`src/rtl/cmos_capture_win.sv`:
```
// Camera pixel capture in the sensor pixel-clock domain: packs BPP bytes per pixel,
// skips the first frames after configuration, crops a window and flags malformed lines.
module cmos_capture_win #(
    parameter int DW          = 8,
    parameter int BPP         = 2,
    parameter int SKIP_FRAMES = 10,
    parameter int VSYNC_POL   = 1,
    parameter int X_START     = 0,
    parameter int Y_START     = 0,
    parameter int WIN_W       = 480,
    parameter int WIN_H       = 272,
    parameter int LINE_W      = 480
) (
    input  logic              cmos_pclk,
    input  logic              sys_rst,
    input  logic              sys_init_done,
    input  logic              cmos_href,
    input  logic              cmos_vsync,
    input  logic [DW-1:0]     cmos_db,
    input  logic              byte_swap,
    output logic              pix_wr_en,
    output logic [DW*BPP-1:0] pix_data,
    output logic              wr_vsync,
    output logic              frame_active,
    output logic              line_err,
    output logic [15:0]       frame_cnt
);
    localparam int PW        = DW * BPP;
    localparam int PHW       = (BPP > 1) ? $clog2(BPP) : 1;
    localparam int CNT_MAX   = (LINE_W > Y_START + WIN_H) ? LINE_W : Y_START + WIN_H;
    localparam int CW        = $clog2(CNT_MAX + 1);
    localparam int SKW       = (SKIP_FRAMES > 1) ? $clog2(SKIP_FRAMES) : 1;
    localparam int SKIP_LAST = (SKIP_FRAMES > 0) ? SKIP_FRAMES - 1 : 0;

    localparam logic [PHW-1:0] PH_LAST   = PHW'(BPP - 1);
    localparam logic [CW-1:0]  LINE_W_C  = CW'(LINE_W);
    localparam logic [SKW-1:0] SKIP_LAST_C = SKW'(SKIP_LAST);
    localparam logic           VS_ACT    = 1'(VSYNC_POL);

    typedef enum logic [1:0] {IDLE, SKIP, WAIT, ACTIVE} state_t;

    state_t          state_q, state_d;
    logic            href_s1_q, href_s1_d;
    logic            vsync_s1_q, vsync_s1_d;
    logic [DW-1:0]   db_s1_q, db_s1_d;
    logic            href_prev_q, href_prev_d;
    logic            vs_prev_q, vs_prev_d;
    logic [SKW-1:0]  skip_cnt_q, skip_cnt_d;
    logic [PHW-1:0]  phase_q, phase_d;
    logic [PW-1:0]   acc_q, acc_d;
    logic [CW-1:0]   x_q, x_d;
    logic [CW-1:0]   y_q, y_d;
    logic            swap_q, swap_d;
    logic            pix_wr_en_q, pix_wr_en_d;
    logic [PW-1:0]   pix_data_q, pix_data_d;
    logic            wr_vsync_q, wr_vsync_d;
    logic            line_err_q, line_err_d;
    logic [15:0]     frame_cnt_q, frame_cnt_d;

    logic            vs_act, frame_edge, href_fall, in_win, start_frame;
    logic [PW-1:0]   pix_asm;

    assign vs_act     = (vsync_s1_q == VS_ACT);
    assign frame_edge = vs_act && !vs_prev_q;
    assign href_fall  = href_prev_q && !href_s1_q;
    assign in_win     = (int'(x_q) >= X_START) && (int'(x_q) < X_START + WIN_W) &&
                        (int'(y_q) >= Y_START) && (int'(y_q) < Y_START + WIN_H);

    // Drop the current byte into its slot: first byte lands in the MSB unless swapped.
    always_comb begin
        pix_asm = acc_q;
        for (int b = 0; b < BPP; b++) begin
            if (swap_q ? (int'(phase_q) == b) : (int'(phase_q) == BPP - 1 - b))
                pix_asm[b*DW +: DW] = db_s1_q;
        end
    end

    always_comb begin
        state_d     = state_q;
        href_s1_d   = cmos_href;
        vsync_s1_d  = cmos_vsync;
        db_s1_d     = cmos_db;
        href_prev_d = href_s1_q;
        vs_prev_d   = vs_act;
        skip_cnt_d  = skip_cnt_q;
        phase_d     = phase_q;
        acc_d       = acc_q;
        x_d         = x_q;
        y_d         = y_q;
        swap_d      = swap_q;
        pix_wr_en_d = 1'b0;
        pix_data_d  = pix_data_q;
        wr_vsync_d  = 1'b0;
        line_err_d  = line_err_q;
        frame_cnt_d = frame_cnt_q;
        start_frame = 1'b0;

        if (!sys_init_done) begin
            state_d    = IDLE;
            skip_cnt_d = '0;
            phase_d    = '0;
            x_d        = '0;
            y_d        = '0;
        end else begin
            case (state_q)
                IDLE: begin
                    skip_cnt_d = '0;
                    if (!vs_act)
                        state_d = (SKIP_FRAMES == 0) ? WAIT : SKIP;
                end
                SKIP: begin
                    if (frame_edge) begin
                        if (skip_cnt_q == SKIP_LAST_C)
                            state_d = WAIT;
                        else
                            skip_cnt_d = skip_cnt_q + SKW'(1);
                    end
                end
                WAIT: begin
                    if (frame_edge) begin
                        start_frame = 1'b1;
                        state_d     = ACTIVE;
                    end
                end
                ACTIVE: begin
                    if (frame_edge) begin
                        start_frame = 1'b1;
                    end else if (href_s1_q) begin
                        acc_d = pix_asm;
                        if (phase_q == PH_LAST) begin
                            phase_d = '0;
                            if (in_win) begin
                                pix_wr_en_d = 1'b1;
                                pix_data_d  = pix_asm;
                            end
                            if (x_q != '1)
                                x_d = x_q + CW'(1);
                        end else begin
                            phase_d = phase_q + PHW'(1);
                        end
                    end else if (href_fall) begin
                        if (y_q != '1)
                            y_d = y_q + CW'(1);
                        x_d     = '0;
                        phase_d = '0;
                        if (phase_q != '0 || x_q != LINE_W_C)
                            line_err_d = 1'b1;
                    end
                end
                default: state_d = IDLE;
            endcase

            // A frame edge discards any partial line and its pending error.
            if (start_frame) begin
                wr_vsync_d  = 1'b1;
                frame_cnt_d = frame_cnt_q + 16'd1;
                swap_d      = byte_swap;
                line_err_d  = 1'b0;
                phase_d     = '0;
                x_d         = '0;
                y_d         = '0;
            end
        end
    end

    always_ff @(posedge cmos_pclk or posedge sys_rst) begin
        if (sys_rst) begin
            state_q     <= IDLE;
            href_s1_q   <= 1'b0;
            vsync_s1_q  <= 1'b0;
            db_s1_q     <= '0;
            href_prev_q <= 1'b0;
            vs_prev_q   <= 1'b0;
            skip_cnt_q  <= '0;
            phase_q     <= '0;
            acc_q       <= '0;
            x_q         <= '0;
            y_q         <= '0;
            swap_q      <= 1'b0;
            pix_wr_en_q <= 1'b0;
            pix_data_q  <= '0;
            wr_vsync_q  <= 1'b0;
            line_err_q  <= 1'b0;
            frame_cnt_q <= '0;
        end else begin
            state_q     <= state_d;
            href_s1_q   <= href_s1_d;
            vsync_s1_q  <= vsync_s1_d;
            db_s1_q     <= db_s1_d;
            href_prev_q <= href_prev_d;
            vs_prev_q   <= vs_prev_d;
            skip_cnt_q  <= skip_cnt_d;
            phase_q     <= phase_d;
            acc_q       <= acc_d;
            x_q         <= x_d;
            y_q         <= y_d;
            swap_q      <= swap_d;
            pix_wr_en_q <= pix_wr_en_d;
            pix_data_q  <= pix_data_d;
            wr_vsync_q  <= wr_vsync_d;
            line_err_q  <= line_err_d;
            frame_cnt_q <= frame_cnt_d;
        end
    end

    assign pix_wr_en    = pix_wr_en_q;
    assign pix_data     = pix_data_q;
    assign wr_vsync     = wr_vsync_q;
    assign frame_active = (state_q == ACTIVE);
    assign line_err     = line_err_q;
    assign frame_cnt    = frame_cnt_q;
endmodule

```
`config.mk`:
```
export PLATFORM = sky130hd
export DESIGN_NAME = cmos_capture_win
export DESIGN_NICKNAME = d
export VERILOG_FILES = /design/src/rtl/cmos_capture_win.sv
export SDC_FILE = /design/constraint.sdc
export NUM_CORES = 1
export LEC_CHECK = 0
export CORE_MARGIN = 2
export CORE_UTILIZATION = 60
export CTS_CLUSTER_SIZE = 10
export DETAILED_ROUTE_END_ITERATION = 16
export GPL_ROUTABILITY_DRIVEN = 0
export PLACE_DENSITY = 0.85
export SYNTH_ARGS = -nofsm -noshare
export SYNTH_HDL_FRONTEND = slang
export SYNTH_SLANG_ARGS = --single-unit
```
`constraint.sdc`:
```
create_clock -name cmos_pclk -period 7.03 [get_ports cmos_pclk]
set_clock_uncertainty 0.1 [all_clocks]
set_input_delay 2.109 -clock cmos_pclk [delete_from_list [all_inputs] [get_ports cmos_pclk]]
set_output_delay 2.109 -clock cmos_pclk [all_outputs]
set_load 0.01 [all_outputs]
```
After elaboration in Yosys (flattened, before gate mapping)
Cells that the tools add are included.

$add $sub $neg: 5. $lt $le $gt $ge: 2. Equality and inequality tests: 24. Muxes and demuxes: 53. Bitwise logic cells: 2. Reductions and logical operators: 20.

Operators by type and width (number): $mux W9 (15); $ne A9 B9 Y1 const B (3); $mux W1 (26); $add A9 B1 Y9 const B (2); $lt A9 B9 Y1 const B (2); $add A16 B1 Y16 const B (1); $mux W8 (2); $ne A3 B3 Y1 const B (5); $reduce_and A5 Y1 (3); $mux W4 (3); $ne A3 B1 Y1 const B (4); $reduce_and A6 Y1 (2); $mux W2 (5); $ne A4 B1 Y1 const B (2); $ne A4 B2 Y1 const B (2); $pmux W4 S2 (1); $ne A3 B2 Y1 const B (2); $pmux W2 S3 (1); $reduce_and A3 Y1 (2); $reduce_bool A2 Y1 (3); $add A4 B1 Y4 const B (1); $eq A2 B2 Y1 const B (2); $eq A4 B4 Y1 const B (1); $ne A2 B1 Y1 const B (2); other kinds (10) (14).

Register bits: 89. Output and inout bits: 36. Word-level logic and storage cells: 123.

Longest topological paths before layout
Depth after elaboration: 8. Gate-level depth with buffers: 8.

Least setup slack after synthesis
No wires, ideal clock.

Path type: in2reg. Start: input sys_init_done. End: register pix_data_q[2], in the netlist pix_data[2]. Library setup time: 125 ps. Arrival time: 3185 ps. Path slack: 3620 ps. Stages on the path: 6. Path buffers: 2. Path through: nand2_1 -> nor3b_4 -> and4_1 -> buf_6 -> buf_12 -> mux2_2.

Longest elaborated chain between the ends: 1.

RTL lines: start, declared (line 16) `input logic sys_init_done,`; $reduce_and A6 Y1 (no line); end signal, assigned (line 199) `pix_data_q <= pix_data_d;`; end, declared (line 55) `logic [PW-1:0] pix_data_q, pix_data_d;`.

No other way between the ends. A chain may end at the register's enable or synchronous reset.

Final worst setup path
Start: input sys_init_done. End: register pix_data_q[4], in the netlist pix_data[4].

The elaborated chain is that of the path after synthesis.

==> run metrics <==
Leak=2.264 nW; Crit path required time=7180 ps; HP Class=reg -> reg; TritonCTS clock tree=built; initial antenna violation count=0; commonest cells in the netlist=89 x dfrtp_1, 48 x mux2_2, 19 x nor2_1; clock root cell=clkbuf_8; ys async rst share=100.0%; CTS Buf Count=9; # Post-CTS Setup Buffers=0; Max IR drop VDD=0.0001615 V; Initial Util=about 61%; Max Slew Vio Count=0; Worst Setup Start Kind=primary input; Crit Path Class=in -> reg; placed cell areas=4674 um2; Die Span X=87.22 um; Critical Path End Type=flip-flop; GRT Total Usage=22.45%; Sw Share=approximately 30%; Critical Path AT=4400 ps; buffer depth of the longest clock path=2; Slowest Stage Delay on Critical Path=720 ps; Final Critical Period=4255 ps; post-synth top area cell=dfrtp_1; Int Pwr=0.8755 mW; nets=~420; core area=6756 um2; share of layout cells above drive strength 1=19.10%; clk slew on worst S/H paths=90 ps; vias in the first global route=~2.8k; Net Count, Synth=around 370; first-pass GRT wire length=13.08 mm; hpwl dp=between 5 and 6 mm; Post-synth EDFFs=0; final wirelength=7.913 mm; Synth top area share=53.60%; final worst-path cycle share=60.52%; Synth cell types=52; Worst slew margin=20.68%; Diodes inserted=0; drt wl/cell=16.55 um; 1st-iter DRT viols=about 180; sequential area share after synthesis=53.60%; Hold Vio Cnt, Final=0; count leader, synth=dfrtp_1; die height=between 80 and 90 um; post-route cell area=4883 um2; worst setup margin=2776 ps; top cells by area, synth=dfrtp_1 54%, mux2_2 13%, ha_1 3.6%; Setup WS pre-CTS=2402 ps; Critical-path top delay cell=clkdlybuf4s50_1; Setup TNS=0 ps; clk_lat worst skew=between 300 and 400 ps; P_sw=0.3602 mW; Resized Gates After CTS=0; Die ar.=7607 um2; via count=2756; pwr dens=~250 nW/um2; RSZ-0062 raised after global routing=false; status=complete, no violations; # rows=30; CP Max Fanout=17; H-tree depth=3; DRT antenna net count=0; clk sinks=just under 90; Finish-stage setup viols=0; f_max=235.0 MHz; PortBufs=49; #FFs+latches synth=between 80 and 90; slew of the pin with the lowest slew margin=1177 ps; largest net degree at the start of global routing=64; cell area after synthesis=4155 um2; hold buffers post-CTS=0; fin cells=478; clock share of power=about 30%; # IOs=50; syn avg cell area=12.19 um2; Yosys warnings=0; DRC=0; combinational share of power=between 20 and 25%; number of vias per cell=5.766; crit-path cells=clkdlybuf4s50_1, nand2_1, nor3b_4, and4_1, mux2_2; max-cap check violation count=0; Synth Flop Type=dfrtp_1; Power Total=1.236 mW; dpl cells=462; sequential power share=48.4%; area added between synthesis and finish=17.52%; Cells after Synth=341; remaining global-route overflow=0; drt pass-1 iters=4
## worst max-delay path, delay by kind of cell
family,cells,cell delay (ps)
multiplexers,1,420
AND/OR/NAND/NOR,3,1140
buffers and inverters,1,720
## sequential cells by signal, summed over array words and instances (netlist names)
register	cells
acc_q	16
frame_cnt	16
pix_data	16
x_q	9
y_q	9
db_s1_q	8
skip_cnt_q	4
state_q	2
href_prev_d	1
href_prev_q	1
line_err	1
phase_q	1
pix_wr_en	1
swap_q	1
vs_act	1
vs_prev_q	1
wr_vsync	1
## layer usage
layer  global-route usage [%]  vias up  wire, um
met5                        0        -         0
met4                    6.993        0        44
met3                    6.635        4       355
met2                    36.50       65      4049
met1                    29.27     1375      3464
li1                         -     1312         -
## per-stage QoR
step / hold WS [ps] / utilization, %
2_1_floorplan: 318.9 / -
3_3_place_gp: 347.6 / 69.19
3_5_place_dp: 363.0 / 69.19
4_1_cts: 374.8 / 72.28
5_1_grt: 382.1 / 72.28
6_report: 369.9 / 72.28
## worst paths after layout
check / from / cells past startpoint / endpoint / slack, ps
min in group asynchronous: sys_rst / 2 / acc_q[4] / 1970
max in group asynchronous: sys_rst / 3 / skip_cnt_q[0] / 3730
worst min register to register: frame_cnt[15] / 1 / frame_cnt[15] / 370
worst max register to register: state_q[0] / 5 / x_q[8] / 4110
worst min-delay path: frame_cnt[15] / 1 / frame_cnt[15] / 370
worst max-delay path: sys_init_done / 5 / pix_data[4] / 2780
## final cells by class
class | count | area [um2]
Timing Repair Buffer | 50 | 498.0
Multi-Input combinational cell | 228 | 1792
Fill cell | 468 | 1873
Tap cell | 80 | 100.1
Inverter | 15 | 57.56
Sequential cell | 89 | 2227
Clock buffer | 9 | 123.9
Clock inverter | 7 | 85.08
## power groups by stage
stage	registers, mW	logic, mW	clock network (mW)
3_5_place_dp	0.608	0.270	0
3_3_place_gp	0.605	0.263	0
2_1_floorplan	0.604	0.205	0
6_report	0.599	0.271	0.366
5_1_grt	0.605	0.300	0.397
4_1_cts	0.599	0.273	0.376
## placed cells by master (no fill, tap or decap), types with 3 or more instances in the layout
cell / instances
xor2_1: 11
nand2_1: 14
or3_1: 5
mux2i_1: 4
nand3_1: 9
mux2_2: 48
or2_2: 3
ha_1: 12
nor2_1: 19
inv_1: 14
mux2_1: 3
nor3_1: 3
clkdlybuf4s50_1: 49
clkbuf_8: 9
and2_1: 3
o21ai_0: 11
a21oi_1: 14
nand2b_1: 6
xnor2_1: 9
and4_1: 3
nand3b_1: 3
dfrtp_1: 89
nand4_1: 12
## cell families after synthesis
logic type	count (synthesis)	share of synthesized area, %
buffers and inverters	24	3.282
multiplexers	55	14.78
adder cells (fa/ha/maj)	12	3.613
XOR/XNOR	21	4.607
AO/OA/AOI/OAI	44	6.835
flip-flops	89	53.60
AND/OR/NAND/NOR	96	13.28
Power figures use the tool's default switching activity.
